### src/rtl/hex_display_ctrl.sv
// Rate-limited, registered seven-segment controller for a bank of NUM_DIGITS hex digits.
// Per-digit blinking is built only when HEX_DISPLAY_BLINK_EN is defined.
module hex_display_ctrl #(
  parameter int NUM_DIGITS = 6,
  parameter int UPDATE_DIV = 5_000_000,
  parameter int BLINK_DIV  = 12_500_000
) (
  input  logic                    clk,
  input  logic                    reset_n,
  input  logic [4*NUM_DIGITS-1:0] value,
  input  logic                    value_valid,
  output logic                    value_ready,
  input  logic [1:0]              mode,
  input  logic [NUM_DIGITS-1:0]   blink_mask,
  output logic [7*NUM_DIGITS-1:0] hex_out,
  output logic                    update_pulse
);

  localparam logic [1:0] MODE_HEX    = 2'b00;
  localparam logic [1:0] MODE_LZB    = 2'b01;
  localparam logic [1:0] MODE_FREEZE = 2'b10;
  localparam logic [1:0] MODE_BLANK  = 2'b11;

  localparam int UPD_W = (UPDATE_DIV > 1) ? $clog2(UPDATE_DIV) : 1;
  localparam logic [UPD_W-1:0] UPD_LAST = UPD_W'(UPDATE_DIV - 1);

  logic [UPD_W-1:0]        upd_cnt_reg, upd_cnt_next;
  logic [4*NUM_DIGITS-1:0] pending_reg, pending_next;
  logic                    pending_flag_reg, pending_flag_next;
  logic [4*NUM_DIGITS-1:0] display_reg, display_next;
  logic                    update_pulse_reg, update_pulse_next;
  logic [7*NUM_DIGITS-1:0] hex_out_reg, hex_out_next;

  logic                    tick;
  logic                    accept;
  logic                    frozen;
  logic                    blink_phase;
  logic [NUM_DIGITS-1:0]   blink_active;
  logic [NUM_DIGITS-1:0]   lz_blank;
  logic [NUM_DIGITS:1]     zero_from;

  function automatic logic [6:0] seg7(input logic [3:0] d);
    case (d)
      4'h0: seg7 = 7'h40;
      4'h1: seg7 = 7'h79;
      4'h2: seg7 = 7'h24;
      4'h3: seg7 = 7'h30;
      4'h4: seg7 = 7'h19;
      4'h5: seg7 = 7'h12;
      4'h6: seg7 = 7'h02;
      4'h7: seg7 = 7'h78;
      4'h8: seg7 = 7'h00;
      4'h9: seg7 = 7'h10;
      4'hA: seg7 = 7'h08;
      4'hB: seg7 = 7'h03;
      4'hC: seg7 = 7'h46;
      4'hD: seg7 = 7'h21;
      4'hE: seg7 = 7'h06;
      4'hF: seg7 = 7'h0E;
    endcase
  endfunction

  assign frozen       = (mode == MODE_FREEZE);
  assign value_ready  = !frozen;
  assign accept       = value_valid && value_ready;
  assign tick         = (upd_cnt_reg == UPD_LAST);
  assign update_pulse = update_pulse_reg;
  assign hex_out      = hex_out_reg;

  // Refresh counter and load path. A same-edge accept bypasses pending_reg.
  always_comb begin
    upd_cnt_next      = tick ? '0 : upd_cnt_reg + 1'b1;
    pending_next      = pending_reg;
    pending_flag_next = pending_flag_reg;
    display_next      = display_reg;
    update_pulse_next = 1'b0;
    if (accept) begin
      pending_next      = value;
      pending_flag_next = 1'b1;
    end
    if (tick && !frozen) begin
      if (accept) begin
        display_next      = value;
        pending_flag_next = 1'b0;
        update_pulse_next = 1'b1;
      end else if (pending_flag_reg) begin
        display_next      = pending_reg;
        pending_flag_next = 1'b0;
        update_pulse_next = 1'b1;
      end
    end
  end

`ifdef HEX_DISPLAY_BLINK_EN
  localparam int BLK_W = (BLINK_DIV > 1) ? $clog2(BLINK_DIV) : 1;
  localparam logic [BLK_W-1:0] BLK_LAST = BLK_W'(BLINK_DIV - 1);

  logic [BLK_W-1:0] blink_cnt_reg;
  logic             blink_phase_reg;

  always_ff @(posedge clk or negedge reset_n) begin
    if (!reset_n) begin
      blink_cnt_reg   <= '0;
      blink_phase_reg <= 1'b0;
    end else if (blink_cnt_reg == BLK_LAST) begin
      blink_cnt_reg   <= '0;
      blink_phase_reg <= ~blink_phase_reg;
    end else begin
      blink_cnt_reg   <= blink_cnt_reg + 1'b1;
    end
  end

  assign blink_phase = blink_phase_reg;
`else
  logic blink_div_unused;
  assign blink_div_unused = (BLINK_DIV < 1);
  assign blink_phase      = 1'b0;
`endif

  assign blink_active = blink_mask & {NUM_DIGITS{blink_phase}};

  // zero_from[k]: every digit from k upward is zero, so digit k is a leading zero.
  assign zero_from[NUM_DIGITS] = 1'b1;
  assign lz_blank[0]           = 1'b0;

  genvar gi;
  generate
    for (gi = 1; gi < NUM_DIGITS; gi++) begin : g_lz
      assign zero_from[gi] = zero_from[gi+1] && (display_reg[4*gi +: 4] == 4'h0);
      assign lz_blank[gi]  = zero_from[gi];
    end

    for (gi = 0; gi < NUM_DIGITS; gi++) begin : g_digit
      logic blank;
      assign blank = (mode == MODE_BLANK)
                  || ((mode == MODE_LZB) && lz_blank[gi])
                  || blink_active[gi];
      assign hex_out_next[7*gi +: 7] = blank ? 7'h7F : seg7(display_reg[4*gi +: 4]);
    end
  endgenerate

  always_ff @(posedge clk or negedge reset_n) begin
    if (!reset_n) begin
      upd_cnt_reg      <= '0;
      pending_reg      <= '0;
      pending_flag_reg <= 1'b0;
      display_reg      <= '0;
      update_pulse_reg <= 1'b0;
      hex_out_reg      <= {NUM_DIGITS{7'h7F}};
    end else begin
      upd_cnt_reg      <= upd_cnt_next;
      pending_reg      <= pending_next;
      pending_flag_reg <= pending_flag_next;
      display_reg      <= display_next;
      update_pulse_reg <= update_pulse_next;
      hex_out_reg      <= hex_out_next;
    end
  end

endmodule

### config.mk
export PLATFORM = sky130hd
export DESIGN_NAME = hex_display_ctrl
export DESIGN_NICKNAME = d
export VERILOG_FILES = /design/src/rtl/hex_display_ctrl.sv
export SDC_FILE = /design/constraint.sdc
export NUM_CORES = 1
export LEC_CHECK = 0
export ABC_AREA = 1
export CAP_MARGIN = 25
export CORE_UTILIZATION = 56
export DETAILED_ROUTE_END_ITERATION = 12
export GPL_TIMING_DRIVEN = 1
export PLACE_DENSITY = 0.77
export SYNTH_ARGS = -nofsm -noshare
export SYNTH_HDL_FRONTEND = slang
export SYNTH_SLANG_ARGS = --single-unit
### constraint.sdc
create_clock -name clk -period 2 [get_ports clk]
set_input_delay 0.2 -clock clk [delete_from_list [all_inputs] [get_ports clk]]
set_output_delay 0.2 -clock clk [all_outputs]
set_load 0.05 [all_outputs]
* Word-level counts from Yosys, hierarchy flattened
Memories as Yosys holds them, arrays and structs flattened. Cells that the tools add are included.
Operators by class: $add $sub $neg 1, equal/unequal tests 4, mux-type cells 16, reduce and logical (&&, ||, !) cells 24
Operator list (count):
- 24-bit 2-to-1 mux | 2
- 7-bit 2-to-1 mux | 6
- 23-bit by 1-bit adder with 23-bit output (second input constant) | 1
- 23-bit == test (second input constant) | 1
- 23-bit 2-to-1 mux | 1
- 4-bit logical NOT | 5
- 1-bit logical AND | 11
- 1-bit 2-to-1 mux | 7
- 1-bit logical OR | 5
- 2-bit == test (second input constant) | 2
- 2-bit by 1-bit == test with 1-bit output (second input constant) | 1
- 2-bit AND reduction | 1
- 2-bit nonzero test | 1
- 1-bit logical NOT | 1
Storage, ports and cells: flip-flop bits (word level) 115, ROM bits 672, memories 6, logic and storage cells 57
Memory list:
- (name not given) | words 16, width 7, read ports 1, clocked after memory_dff 0, write ports 0, line 43 | case (d)
- (name not given) | words 16, width 7, read ports 1, clocked after memory_dff 0, write ports 0, line 43
- (name not given) | words 16, width 7, read ports 1, clocked after memory_dff 0, write ports 0, line 43
- (name not given) | words 16, width 7, read ports 1, clocked after memory_dff 0, write ports 0, line 43
- (name not given) | words 16, width 7, read ports 1, clocked after memory_dff 0, write ports 0, line 43
- (name not given) | words 16, width 7, read ports 1, clocked after memory_dff 0, write ports 0, line 43

* Depth between registers and ports, before layout
word-level depth 8, depth in mapped cells 10

* Worst setup path before layout
Ideal clock, no wire load.
kind register to register, from reg upd_cnt_reg[0], to reg display_reg[22], path slack 0.503 ns, required time 1.883 ns, data arrival time 1.380 ns, buffers on the path 1, stages on the path, launching flop included 10, period minus slack after synthesis 1.497 ns, cells stage by stage dfrtp_1 > ha_1 > nand2_1 > nor2_1 > nand2_1 > nor2_2 > nand4_4 > buf_2 > nand2_1 > nand2_1
On the way: cells in the longest elaborated chain, start to end 3
RTL lines:
- from (decl) | line 27 | logic [UPD_W-1:0] upd_cnt_reg, upd_cnt_next;
- from (signal assigned) | line 151 | upd_cnt_reg <= upd_cnt_next;
- 23-bit == test | line 66 | assign tick = (upd_cnt_reg == UPD_LAST);
- 1-bit logical AND | line 81 | if (tick && !frozen) begin
- 2-bit AND reduction (no line)
- to (signal assigned) | line 154 | display_reg <= display_next;
- to (decl) | line 30 | logic [4*NUM_DIGITS-1:0] display_reg, display_next;
Every way passes these cells. A chain may end at the register's enable or synchronous reset.

* Final worst setup path
from reg update_pulse_reg, in the netlist update_pulse, to out update_pulse
RTL lines:
- from (decl) | line 31 | logic update_pulse_reg, update_pulse_next;
- from (signal assigned) | line 155 | update_pulse_reg <= update_pulse_next;
- to (decl) | line 16 | output logic update_pulse
No word-level cell between the ends.

==> Flow_metrics.wiki <==
{| class="wikitable"
! Metric !! Value
|-
| Least-Margin Pin Slew || slightly above 0.5 ns
|-
| Fraction of the yosys area taken by sequential cells || between 40% and 50%
|-
| Max Clock Freq || ~0.55 GHz
|-
| Total gr overflow || 0
|-
| RSZ-0062 raised after global routing || no
|-
| CP top delay family || buffers and inverters
|-
| Largest net degree at the start of global routing || 49
|-
| Maximum resistive drop on vdd || about 630 µV
|-
| CP Data Required Time || ~1.8 ns
|-
| Number of flops mapped to enable cells by yosys || 0
|-
| DP Cell Count || between 900 and 1000
|-
| Final Slew Violations || 0
|-
| Final instance area || ~0.0074 mm²
|-
| Setup-failing EPs final || 0
|-
| Antenna cells || 0
|-
| Synth area leader || sky130_fd_sc_hd__dfrtp_1
|-
| Initial Util || 57.93%
|-
| Clock latency at the later pin of the worst-skew pair || ~0.52 ns
|-
| Leakage power total || around 3.7 nW
|-
| Layout area overhead || 22.39%
|-
| Type of the most critical hold path || primary input to async pin
|-
| Number of antenna violations at the first check in global routing || 0
|-
| Highest net fanout along the worst path || 1
|-
| Max-capacitance violation count || 0
|-
| Share of synthesized registers carrying an async set or reset || 100.0%
|-
| Cell count after synthesis || between 700 and 800
|-
| Buffers & Inverters on Critical Path || 1
|-
| Post-Place Cell Area || about 0.0069 mm²
|-
| Areal power density over the cells || between 800 and 900 mW/mm²
|-
| Most frequent cells after synthesis || sky130_fd_sc_hd__nand2_1, sky130_fd_sc_hd__inv_1, sky130_fd_sc_hd__dfrtp_1
|-
| Clock skew || approximately 0.0091 ns
|-
| Most common cell in the synthesized netlist || sky130_fd_sc_hd__nand2_1
|-
| Top-area cell type share of the netlist area || between 30% and 40%
|-
| Core outline area || 0.01037 mm²
|-
| Tmin final || around 1.8 ns
|-
| Critical-path cell with the highest stage delay || sky130_fd_sc_hd__clkdlybuf4s50_1
|-
| CTS H-tree depth || 4
|-
| Largest register FFs || 42
|-
| Most used flip-flop cell after synthesis || sky130_fd_sc_hd__dfrtp_1
|-
| Via count || ~5000
|-
| Post-route fraction of the period consumed by the critical path || between 90% and 100%
|-
| Number of design-rule violations left by the first detailed-router iteration || about 280
|-
| Series of cell instances along the critical path || clkdlybuf4s50_1
|-
| Residual antenna-violating net count after detailed routing || 0
|-
| Worst path arrival time || roughly 1.6 ns
|-
| Tot Pwr || ~6.3 mW
|-
| Synthesized cell area || 0.006007 mm²
|-
| Final HPWL from detailed placement || 9.129 mm
|-
| Max Buffers Root-to-Sink || 2
|-
| Synth Net Count || about 800
|-
| Routability Congestion || ~0.9
|-
| TritonCTS Buffers || 17
|-
| Number of placement rows || 37
|-
| Clock Tree Root || sky130_fd_sc_hd__clkbuf_8
|-
| Aggregate routed wire length || about 13 mm
|-
| Top cells by area in the synthesized netlist || sky130_fd_sc_hd__dfrtp_1, sky130_fd_sc_hd__dfstp_2, sky130_fd_sc_hd__nand2_1
|-
| Number of nets in the finished design || roughly 900
|-
| Synthesis-stage register bit count || roughly 120
|-
| Clock-pin slew on the worst setup and hold paths || approximately 0.05 ns
|-
| Horizontal extent of the die || 105.6 µm
|-
| Crit path largest cell delay || between 0.7 and 0.8 ns
|-
| TritonCTS sink count || approximately 120
|-
| Top-Level Pins || between 70 and 80
|-
| Layout cells sized above 1 || 12.92%
|-
| Min Hold Slack || 0.1742 ns
|-
| Height of the chip || around 110 µm
|-
| Critical path launch point type || flop
|-
| Outcome || complete, no violations
|-
| Synth unique cells || 38
|-
| Number of standard cells in the layout, taps in and fillers out || around 970
|-
| Total iterations of the first detailed-routing run || 6
|-
| Total track usage || 25.77%
|-
| Vias/cell || around 5.2
|-
| First-pass GRT wire length || approximately 23 mm
|-
| Setup TNS Final || 0 ns
|-
| Average wire length per cell after detail routing || about 13 µm
|-
| Critical path type || flop to primary output
|-
| CTS tree || yes
|-
| Port bufs || between 70 and 80
|-
| Number of failing hold endpoints at the final stage || 0
|-
| DRC errors left || 0
|-
| Overall die area || around 0.011 mm²
|-
| Worst slew margin relative to its limit || about two thirds
|-
| Number of global-route vias before repair || ~5100
|-
| Synthesized area per cell || 8.129 µm²
|-
| Category of the worst setup path capture point || primary output
|-
| Number of synthesis warnings || 0
|}
==> layer usage <==
metal	share of wire [%]	up-vias	GRT usage, %
met5	0	-	0
met3	5.6	40	6.865
met2	49	195	43.75
li1	-	2519	-
met4	2.8	0	12.30
met1	42	2348	30.39
==> layout by cell type (no fill, tap or decap), drive strengths merged, types with 25 or more instances in the layout <==
cell	instances
nand2	259
inv	85
dfrtp	73
nor2	73
nand3	62
dfstp	42
dlygate4sd2	42
ha	32
clkdlybuf4s50	28
clkbuf	26
o21ai	25
==> where the power goes <==
part | internal [mW] | switching [mW] | total, mW
clock network | 1.61 | 0.979 | 2.59
logic | 0.299 | 0.737 | 1.04
registers | 2.58 | 0.0860 | 2.67
==> what timing repair did <==
item                                    4_1_cts  5_1_grt
resized for setup                            42        1
endpoints found under the setup margin       42        3
hold buffers                                  1        0
setup buffers                                 0        0
endpoints found under the hold margin        31        0
==> final cells by class <==
type / count / area [µm²]
repair buffers: 84 / 780.7
fillers: 806 / 3018
flip-flops and latches: 115 / 2930
well taps: 136 / 170.2
clock inverters: 6 / 33.78
inverters: 86 / 322.8
multi-input cells: 519 / 2636
clock buffers: 26 / 478.0
==> metrics by stage <==
stage               setup WS, ns  util [%]
floorplan                 0.5027         -
global placement         0.09320     66.35
detailed placement       0.01142     66.35
CTS                       0.1105     70.87
global route             0.01624     70.90
finish                    0.1746     70.90
==> worst paths after layout <==
check | start | to | slack, ns | cells past startpoint
max | update_pulse | update_pulse | 0.17 | 1
min | reset_n | upd_cnt_reg[13] | 0.17 | 2
max reg2reg | upd_cnt_reg[0] | display_reg[11] | 0.18 | 8
min reg2reg | pending_reg[16] | pending_reg[16] | 0.47 | 2
max in group asynchronous | reset_n | hex_out[19] | 1.16 | 3
min in group clk | value[19] | pending_reg[19] | 0.24 | 3
==> cell families (layout without fill, tap and decap cells) <==
family	after synthesis	after routing	share of synthesized area [%]
simple gates	410	410	29.16
flops	115	115	48.78
buf+inv	105	202	7.373
compound gates	71	71	7.144
fa+ha+maj	32	32	6.665
xor+xnor	6	6	0.8748
No activity file was read; power rests on OpenSTA's default activity.
